File: src/rtl/fp_d_pkg.sv
// Shared encodings for the D-extension compare path: funct3 codes, comparator
// op encodings, IEEE 754 double field constants and the funct3 decoder.
package fp_d_pkg;

  localparam logic [2:0] FUNCT3_FLE = 3'b000;
  localparam logic [2:0] FUNCT3_FLT = 3'b001;
  localparam logic [2:0] FUNCT3_FEQ = 3'b010;

  typedef enum logic [1:0] {
    CMP_OP_LE   = 2'b00,
    CMP_OP_NONE = 2'b01,
    CMP_OP_EQ   = 2'b10,
    CMP_OP_LT   = 2'b11
  } cmp_op_e;

  localparam logic [10:0] EXP_ALL_ONES = 11'h7FF;
  localparam int unsigned QNAN_BIT     = 51;
  localparam int unsigned FFLAG_NV     = 4;

  function automatic cmp_op_e decode_op(input logic [2:0] funct3);
    case (funct3)
      FUNCT3_FLE: return CMP_OP_LE;
      FUNCT3_FLT: return CMP_OP_LT;
      FUNCT3_FEQ: return CMP_OP_EQ;
      default:    return CMP_OP_NONE;
    endcase
  endfunction

endpackage

File: src/rtl/fp_cmp_seq_d_if.sv
// Issue, comparator and writeback bundle of the compare sequencer.
// master = sequencer side, slave = surrounding pipeline / comparator.
interface fp_cmp_seq_d_if #(
  parameter int unsigned XLEN = 64,
  parameter int unsigned RD_W = 5
);
  logic            in_valid;
  logic            in_ready;
  logic [63:0]     in_rs1;
  logic [63:0]     in_rs2;
  logic [2:0]      in_funct3;
  logic [RD_W-1:0] in_rd;

  logic [63:0]     cmp_a;
  logic [63:0]     cmp_b;
  logic [1:0]      cmp_op;
  logic            cmp_result;

  logic            wb_valid;
  logic            wb_ready;
  logic [RD_W-1:0] wb_rd;
  logic [XLEN-1:0] wb_data;
  logic [4:0]      wb_fflags;
  logic            wb_illegal;

  modport master (
    input  in_valid, in_rs1, in_rs2, in_funct3, in_rd,
    output in_ready,
    output cmp_a, cmp_b, cmp_op,
    input  cmp_result,
    output wb_valid, wb_rd, wb_data, wb_fflags, wb_illegal,
    input  wb_ready
  );

  modport slave (
    output in_valid, in_rs1, in_rs2, in_funct3, in_rd,
    input  in_ready,
    input  cmp_a, cmp_b, cmp_op,
    output cmp_result,
    input  wb_valid, wb_rd, wb_data, wb_fflags, wb_illegal,
    output wb_ready
  );
endinterface

File: src/rtl/fp_d_classify.sv
// Combinational NaN / signalling-NaN detection for one IEEE 754 double.
module fp_d_classify
  import fp_d_pkg::*;
(
  input  logic [63:0] val,
  output logic        is_nan,
  output logic        is_snan
);

  logic [10:0] exp_f;
  logic [51:0] mant_f;

  assign exp_f   = val[62:52];
  assign mant_f  = val[51:0];
  assign is_nan  = (exp_f == EXP_ALL_ONES) && (mant_f != '0);
  assign is_snan = is_nan && !mant_f[QNAN_BIT];

endmodule

File: src/rtl/fp_cmp_seq_d.sv
// Issue/writeback sequencer for FEQ.D/FLT.D/FLE.D: buffers decoded compares,
// presents the head entry to an external comparator, registers the writeback.
module fp_cmp_seq_d
  import fp_d_pkg::*;
#(
  parameter int unsigned XLEN  = 64,
  parameter int unsigned DEPTH = 2,
  parameter int unsigned RD_W  = 5
) (
  input  logic           clk,
  input  logic           rst_n,
  input  logic           flush,
  fp_cmp_seq_d_if.master bus
);

  localparam int unsigned PTR_W = (DEPTH > 1) ? $clog2(DEPTH) : 1;
  localparam int unsigned CNT_W = $clog2(DEPTH + 1);

  logic [63:0]     rs1_q [DEPTH];
  logic [63:0]     rs2_q [DEPTH];
  cmp_op_e         op_q  [DEPTH];
  logic [RD_W-1:0] rd_q  [DEPTH];
  logic            nv_q  [DEPTH];
  logic            ill_q [DEPTH];

  logic [PTR_W-1:0] wr_ptr, rd_ptr;
  logic [CNT_W-1:0] count;
  logic             full, empty, push, pop;

  logic            wb_valid_q;
  logic [RD_W-1:0] wb_rd_q;
  logic [XLEN-1:0] wb_data_q;
  logic [4:0]      wb_fflags_q;
  logic            wb_illegal_q;

  logic    a_nan, a_snan, b_nan, b_snan;
  cmp_op_e op_in;
  logic    ill_in;
  logic    nv_in;

  fp_d_classify u_cls_a (.val(bus.in_rs1), .is_nan(a_nan), .is_snan(a_snan));
  fp_d_classify u_cls_b (.val(bus.in_rs2), .is_nan(b_nan), .is_snan(b_snan));

  assign op_in  = decode_op(bus.in_funct3);
  assign ill_in = (op_in == CMP_OP_NONE);

  // FEQ is quiet (only sNaN signals); FLT/FLE signal on any NaN.
  always_comb begin
    nv_in = 1'b0;
    case (op_in)
      CMP_OP_EQ:           nv_in = a_snan | b_snan;
      CMP_OP_LT, CMP_OP_LE: nv_in = a_nan | b_nan;
      default:             nv_in = 1'b0;
    endcase
  end

  assign full  = (count == CNT_W'(DEPTH));
  assign empty = (count == '0);
  assign push  = bus.in_valid && !full;
  assign pop   = !empty && (!wb_valid_q || bus.wb_ready);

  assign bus.in_ready = !full;
  assign bus.cmp_a    = empty ? '0 : rs1_q[rd_ptr];
  assign bus.cmp_b    = empty ? '0 : rs2_q[rd_ptr];
  assign bus.cmp_op   = empty ? CMP_OP_NONE : op_q[rd_ptr];

  assign bus.wb_valid   = wb_valid_q;
  assign bus.wb_rd      = wb_rd_q;
  assign bus.wb_data    = wb_data_q;
  assign bus.wb_fflags  = wb_fflags_q;
  assign bus.wb_illegal = wb_illegal_q;

  always_ff @(posedge clk) begin
    if (!rst_n) begin
      wr_ptr       <= '0;
      rd_ptr       <= '0;
      count        <= '0;
      wb_valid_q   <= 1'b0;
      wb_rd_q      <= '0;
      wb_data_q    <= '0;
      wb_fflags_q  <= '0;
      wb_illegal_q <= 1'b0;
    end else if (flush) begin
      wr_ptr     <= '0;
      rd_ptr     <= '0;
      count      <= '0;
      wb_valid_q <= 1'b0;
    end else begin
      if (push) begin
        rs1_q[wr_ptr] <= bus.in_rs1;
        rs2_q[wr_ptr] <= bus.in_rs2;
        op_q[wr_ptr]  <= op_in;
        rd_q[wr_ptr]  <= bus.in_rd;
        nv_q[wr_ptr]  <= nv_in;
        ill_q[wr_ptr] <= ill_in;
        wr_ptr        <= wr_ptr + PTR_W'(1);
      end

      if (pop) begin
        rd_ptr       <= rd_ptr + PTR_W'(1);
        wb_valid_q   <= 1'b1;
        wb_rd_q      <= rd_q[rd_ptr];
        wb_data_q    <= XLEN'(bus.cmp_result && !ill_q[rd_ptr]);
        wb_fflags_q  <= {nv_q[rd_ptr], 4'b0000};
        wb_illegal_q <= ill_q[rd_ptr];
      end else if (bus.wb_ready) begin
        wb_valid_q <= 1'b0;
      end

      case ({push, pop})
        2'b10:   count <= count + CNT_W'(1);
        2'b01:   count <= count - CNT_W'(1);
        default: count <= count;
      endcase
    end
  end

endmodule

File: src/flat_wrapper.sv
// flat-port wrapper written by rule: the top's interface ports become plain ports
module fp_cmp_seq_d_flat import fp_d_pkg::*;
#(
  parameter int unsigned XLEN  = 64,
  parameter int unsigned DEPTH = 2,
  parameter int unsigned RD_W  = 5
)
  (clk, rst_n, flush, bus_in_valid, bus_in_rs1, bus_in_rs2, bus_in_funct3, bus_in_rd, bus_in_ready, bus_cmp_a, bus_cmp_b, bus_cmp_op, bus_cmp_result, bus_wb_valid, bus_wb_rd, bus_wb_data, bus_wb_fflags, bus_wb_illegal, bus_wb_ready);
  fp_cmp_seq_d_if #(.XLEN(XLEN), .RD_W(RD_W)) bus_i ();
  input  logic clk;
  input  logic rst_n;
  input  logic flush;
  input wire logic [$bits(bus_i.in_valid)-1:0] bus_in_valid;
  input wire logic [$bits(bus_i.in_rs1)-1:0] bus_in_rs1;
  input wire logic [$bits(bus_i.in_rs2)-1:0] bus_in_rs2;
  input wire logic [$bits(bus_i.in_funct3)-1:0] bus_in_funct3;
  input wire logic [$bits(bus_i.in_rd)-1:0] bus_in_rd;
  output wire logic [$bits(bus_i.in_ready)-1:0] bus_in_ready;
  output wire logic [$bits(bus_i.cmp_a)-1:0] bus_cmp_a;
  output wire logic [$bits(bus_i.cmp_b)-1:0] bus_cmp_b;
  output wire logic [$bits(bus_i.cmp_op)-1:0] bus_cmp_op;
  input wire logic [$bits(bus_i.cmp_result)-1:0] bus_cmp_result;
  output wire logic [$bits(bus_i.wb_valid)-1:0] bus_wb_valid;
  output wire logic [$bits(bus_i.wb_rd)-1:0] bus_wb_rd;
  output wire logic [$bits(bus_i.wb_data)-1:0] bus_wb_data;
  output wire logic [$bits(bus_i.wb_fflags)-1:0] bus_wb_fflags;
  output wire logic [$bits(bus_i.wb_illegal)-1:0] bus_wb_illegal;
  input wire logic [$bits(bus_i.wb_ready)-1:0] bus_wb_ready;
  assign bus_i.in_valid = bus_in_valid;
  assign bus_i.in_rs1 = bus_in_rs1;
  assign bus_i.in_rs2 = bus_in_rs2;
  assign bus_i.in_funct3 = bus_in_funct3;
  assign bus_i.in_rd = bus_in_rd;
  assign bus_in_ready = bus_i.in_ready;
  assign bus_cmp_a = bus_i.cmp_a;
  assign bus_cmp_b = bus_i.cmp_b;
  assign bus_cmp_op = bus_i.cmp_op;
  assign bus_i.cmp_result = bus_cmp_result;
  assign bus_wb_valid = bus_i.wb_valid;
  assign bus_wb_rd = bus_i.wb_rd;
  assign bus_wb_data = bus_i.wb_data;
  assign bus_wb_fflags = bus_i.wb_fflags;
  assign bus_wb_illegal = bus_i.wb_illegal;
  assign bus_i.wb_ready = bus_wb_ready;
  fp_cmp_seq_d #(.XLEN(XLEN), .DEPTH(DEPTH), .RD_W(RD_W)) u_core (.clk(clk), .rst_n(rst_n), .flush(flush), .bus(bus_i));
endmodule
File: config.mk
export PLATFORM = sky130hd
export DESIGN_NAME = fp_cmp_seq_d_flat
export DESIGN_NICKNAME = d
export VERILOG_FILES = /design/src/rtl/fp_d_pkg.sv /design/src/rtl/fp_cmp_seq_d_if.sv /design/src/rtl/fp_d_classify.sv /design/src/rtl/fp_cmp_seq_d.sv /design/src/flat_wrapper.sv
export SDC_FILE = /design/constraint.sdc
export NUM_CORES = 1
export LEC_CHECK = 0
export BUFFER_PORTS_ARGS = -buffer_cell sky130_fd_sc_hd__buf_2
export CORE_ASPECT_RATIO = 0.5
export CORE_MARGIN = 3
export CORE_UTILIZATION = 52
export DETAILED_ROUTE_END_ITERATION = 8
export PLACE_DENSITY_LB_ADDON = 0.08
export RECOVER_POWER = 100
export SLEW_MARGIN = 25
export SYNTH_ARGS = -nofsm -noshare
export SYNTH_HDL_FRONTEND = slang
export SYNTH_SLANG_ARGS = --single-unit
File: constraint.sdc
create_clock -name clk -period 16.1 [get_ports clk]
set_clock_uncertainty 0.1 [all_clocks]
set_input_delay 2.415 -clock clk [delete_from_list [all_inputs] [get_ports clk]]
set_output_delay 2.415 -clock clk [all_outputs]
set_load 0.005 [all_outputs]
==> results.toml <==
[global_routing]
grt_overflow = 0
grt_pass1_wl_mm = 39.2
grt_usage_pct = 20.9
antenna_found_initial = 1
grt_pass1_vias = 6835
grt_start_max_net_pins = 79

[layout]
layout-area-overhead-vs-synth_pct = 17.1
nFillCells = 1814
nets = 1180
antennaDiodeCount = 0
final_layout_size_suffix_gt1_share_pct = 9.00
design_area_mm2 = 0.0137

[clocking]
insertion_delay_ps = 530
cts_root_buf = "clkbuf_16"
post_cts_buffers = 0
hold_buffers = 0
htreeDepth = 1
cts_tree = "yes"
cts.sinks = 288
cts_buffers = 26
clk_pin_slew_ps = 60
clock_path_buffers = 3
cts_resized = 0

[synth]
ys.flop_type = "edfxtp_1"
synth_cells = 752
netlist_area_mm2 = 0.0117
ys_async_sr_fraction_pct = 0
synth_area_per_cell_um2 = 15.5
ys_ff_latch = 288
yosys.area.top_type = "edfxtp_1"
seq_area_frac_synth_pct = 72.9
ys_types = 31
synth.area.top_cells = "edfxtp_1 (70%), mux2i_1 (12%), buf_4 (5.0%)"
synth_top_area_share_pct = 70.5
yosys_warnings = 0
synth-edff-count = 274

[floorplanning]
design.core.area_mm2 = 0.0219
initial_utilization_pct = 53.4
fp.dieArea_mm2 = 0.0244
num_io_pins = 349
fp.dieH_um = 112
core.rowCount = 38
die_x_um = 218

[detailed_routing]
wl_per_cell_um = 19.3
wl_met2_mm = 13.1
viasPerCell = 5.10
first_iter_violations = 457
highest_layer = "met5"
vias = 6914
met1_length_mm = 11.1
drt_wl_total_mm = 26.2
drc_errors = 0
first_pass_iters = 4
drt.antenna.violating_nets = 0
met3_length_mm = 1.56

[critical_path]
cp-start-kind = "flop"
cp-end-kind = "output pin"
arrival_ps = 6170
criticalPathCategory = "reg2out"
crit_path_max_fanout = 56
r2r_slack_ps = 10220
cp.required_ps = 13590

[sta]
rsz0062_at_grt = "no"
relSlewSlack_pct = -202
max_freq_mhz = 115
finalMaxSlewViolations = 395
worstMarginPinSlew_ps = 4530
finalCritPeriodShare_pct = 53.9
finalSetupViolations = 0
finalSetupTns_ps = 0
hold_violations = 0
min_period_ps = 8680

[pwr]
p_leak_nw = 4.48
powerDensity_mw_per_mm2 = 121
peakVddDrop_mv = 0.0731

[status]
violations = "capacitance limit, slew limit"
status = "complete, but fails checks"

[run]
drv_cap = 7

[placed_design]
io_buffers = 281
postPlaceCellArea_mm2 = 0.0131
gp_congestion = 0.826
hpwl_mm = 17.9

[worst_hold_path]
hold_path.class = "reg2reg"
[per-layer routing]
metal / GRT usage (%) / up-vias
li1: - / 3222
met1: 28.5 / 3419
met2: 35.4 / 239
met3: 4.06 / 32
met4: 4.95 / 2
met5: 0 / -
[worst paths after layout]
kind	start	endpoint	cells after the start
min reg2reg	u_core.bus.wb_data[0]	u_core.bus.wb_data[0]	2
max reg2reg	flop	u_core.bus.wb_data[0]	5
max	flop	bus_cmp_a[25]	5
min	u_core.bus.wb_data[0]	u_core.bus.wb_data[0]	2
[sequential cells by signal, summed over array words and instances (netlist names), 2 cells and up, named ones only]
name / count
u_core.rs1_q: 128
u_core.rs2_q: 128
u_core.rd_q: 10
u_core.bus.wb_rd: 5
u_core.op_q: 4
u_core.count: 2
u_core.ill_q: 2
u_core.nv_q: 2
[worst max-delay path, cell delays in order (launching register included)]
cell and delay, ps:
dfxtp_1 1790, clkbuf_1 2130, buf_4 1000, mux2i_1 190, nor2_1 210, clkbuf_2 150
[placed cells by master (no fill, tap or decap), drive strengths merged, types with 2 or more instances in the layout]
cell      count
clkbuf      298
edfxtp      274
nor2        138
mux2i       137
conb         67
nor4         28
buf          21
dfxtp        14
nand2        10
clkinv       10
nand4         8
o211a         7
nor3          6
bufinv        6
nand2b        4
o21ai         4
nand3         3
xnor2         3
inv           3
xor2          2
nand4b        2
ha            2
clkinvlp      2
[power breakdown]
part           internal, mW  switching, mW  leakage, nW  total [mW]
clock network         0.395          0.270        0.446       0.665
logic                0.0514         0.0867         1.44       0.138
registers             0.840        0.00853         2.60       0.848
[cells in the mapped netlist (3+ instances only)]
cell,count
nand4_1,8
o211a_1,7
o21ai_0,4
edfxtp_1,274
buf_4,78
buf_2,17
nor2_1,137
nand2b_1,4
clkbuf_1,4
xnor2_1,3
nor4_1,28
nand2_1,10
dfxtp_1,14
nand3_1,3
mux2i_1,137
nor3_1,5
[area by class of cell]
cell class / count / area [um^2] / share of cell area (%)
timing repair buffer: 290 / 1160 / 8.47
clock inverter: 19 / 260 / 1.90
inverter: 2 / 7.51 / 0.0549
multi-input combinational: 428 / 2700 / 19.8
tap: 300 / 375 / 2.74
sequential: 288 / 8510 / 62.2
clock buffer: 29 / 662 / 4.84
[stage by stage]
stage	hold WS (ps)	setup slack, ps	cells	util (%)	power [mW]
after floorplan	361	3060	818	-	0.953
after global placement	353	10610	1308	59.9	1.01
after detailed placement	369	10630	1308	59.9	1.01
after CTS	380	10030	1356	64.1	1.67
after global routing	413	7000	1356	62.5	1.71
final	387	7420	1356	62.5	1.65
[logic make-up after synthesis]
logic type                 count (synthesis)  share of synthesized area (%)
DFF                                      288                           72.9
and+or+nand+nor                          203                           7.79
muxes                                    137                           11.7
buffers and inverters                    102                           6.03
AOI/OAI and AO/OA                         14                          0.932
xor gates and xnor gates                   5                          0.375
adders and majority gates                  2                          0.214
other                                      1                         0.0321
No activity file was read; power rests on OpenSTA's default activity.
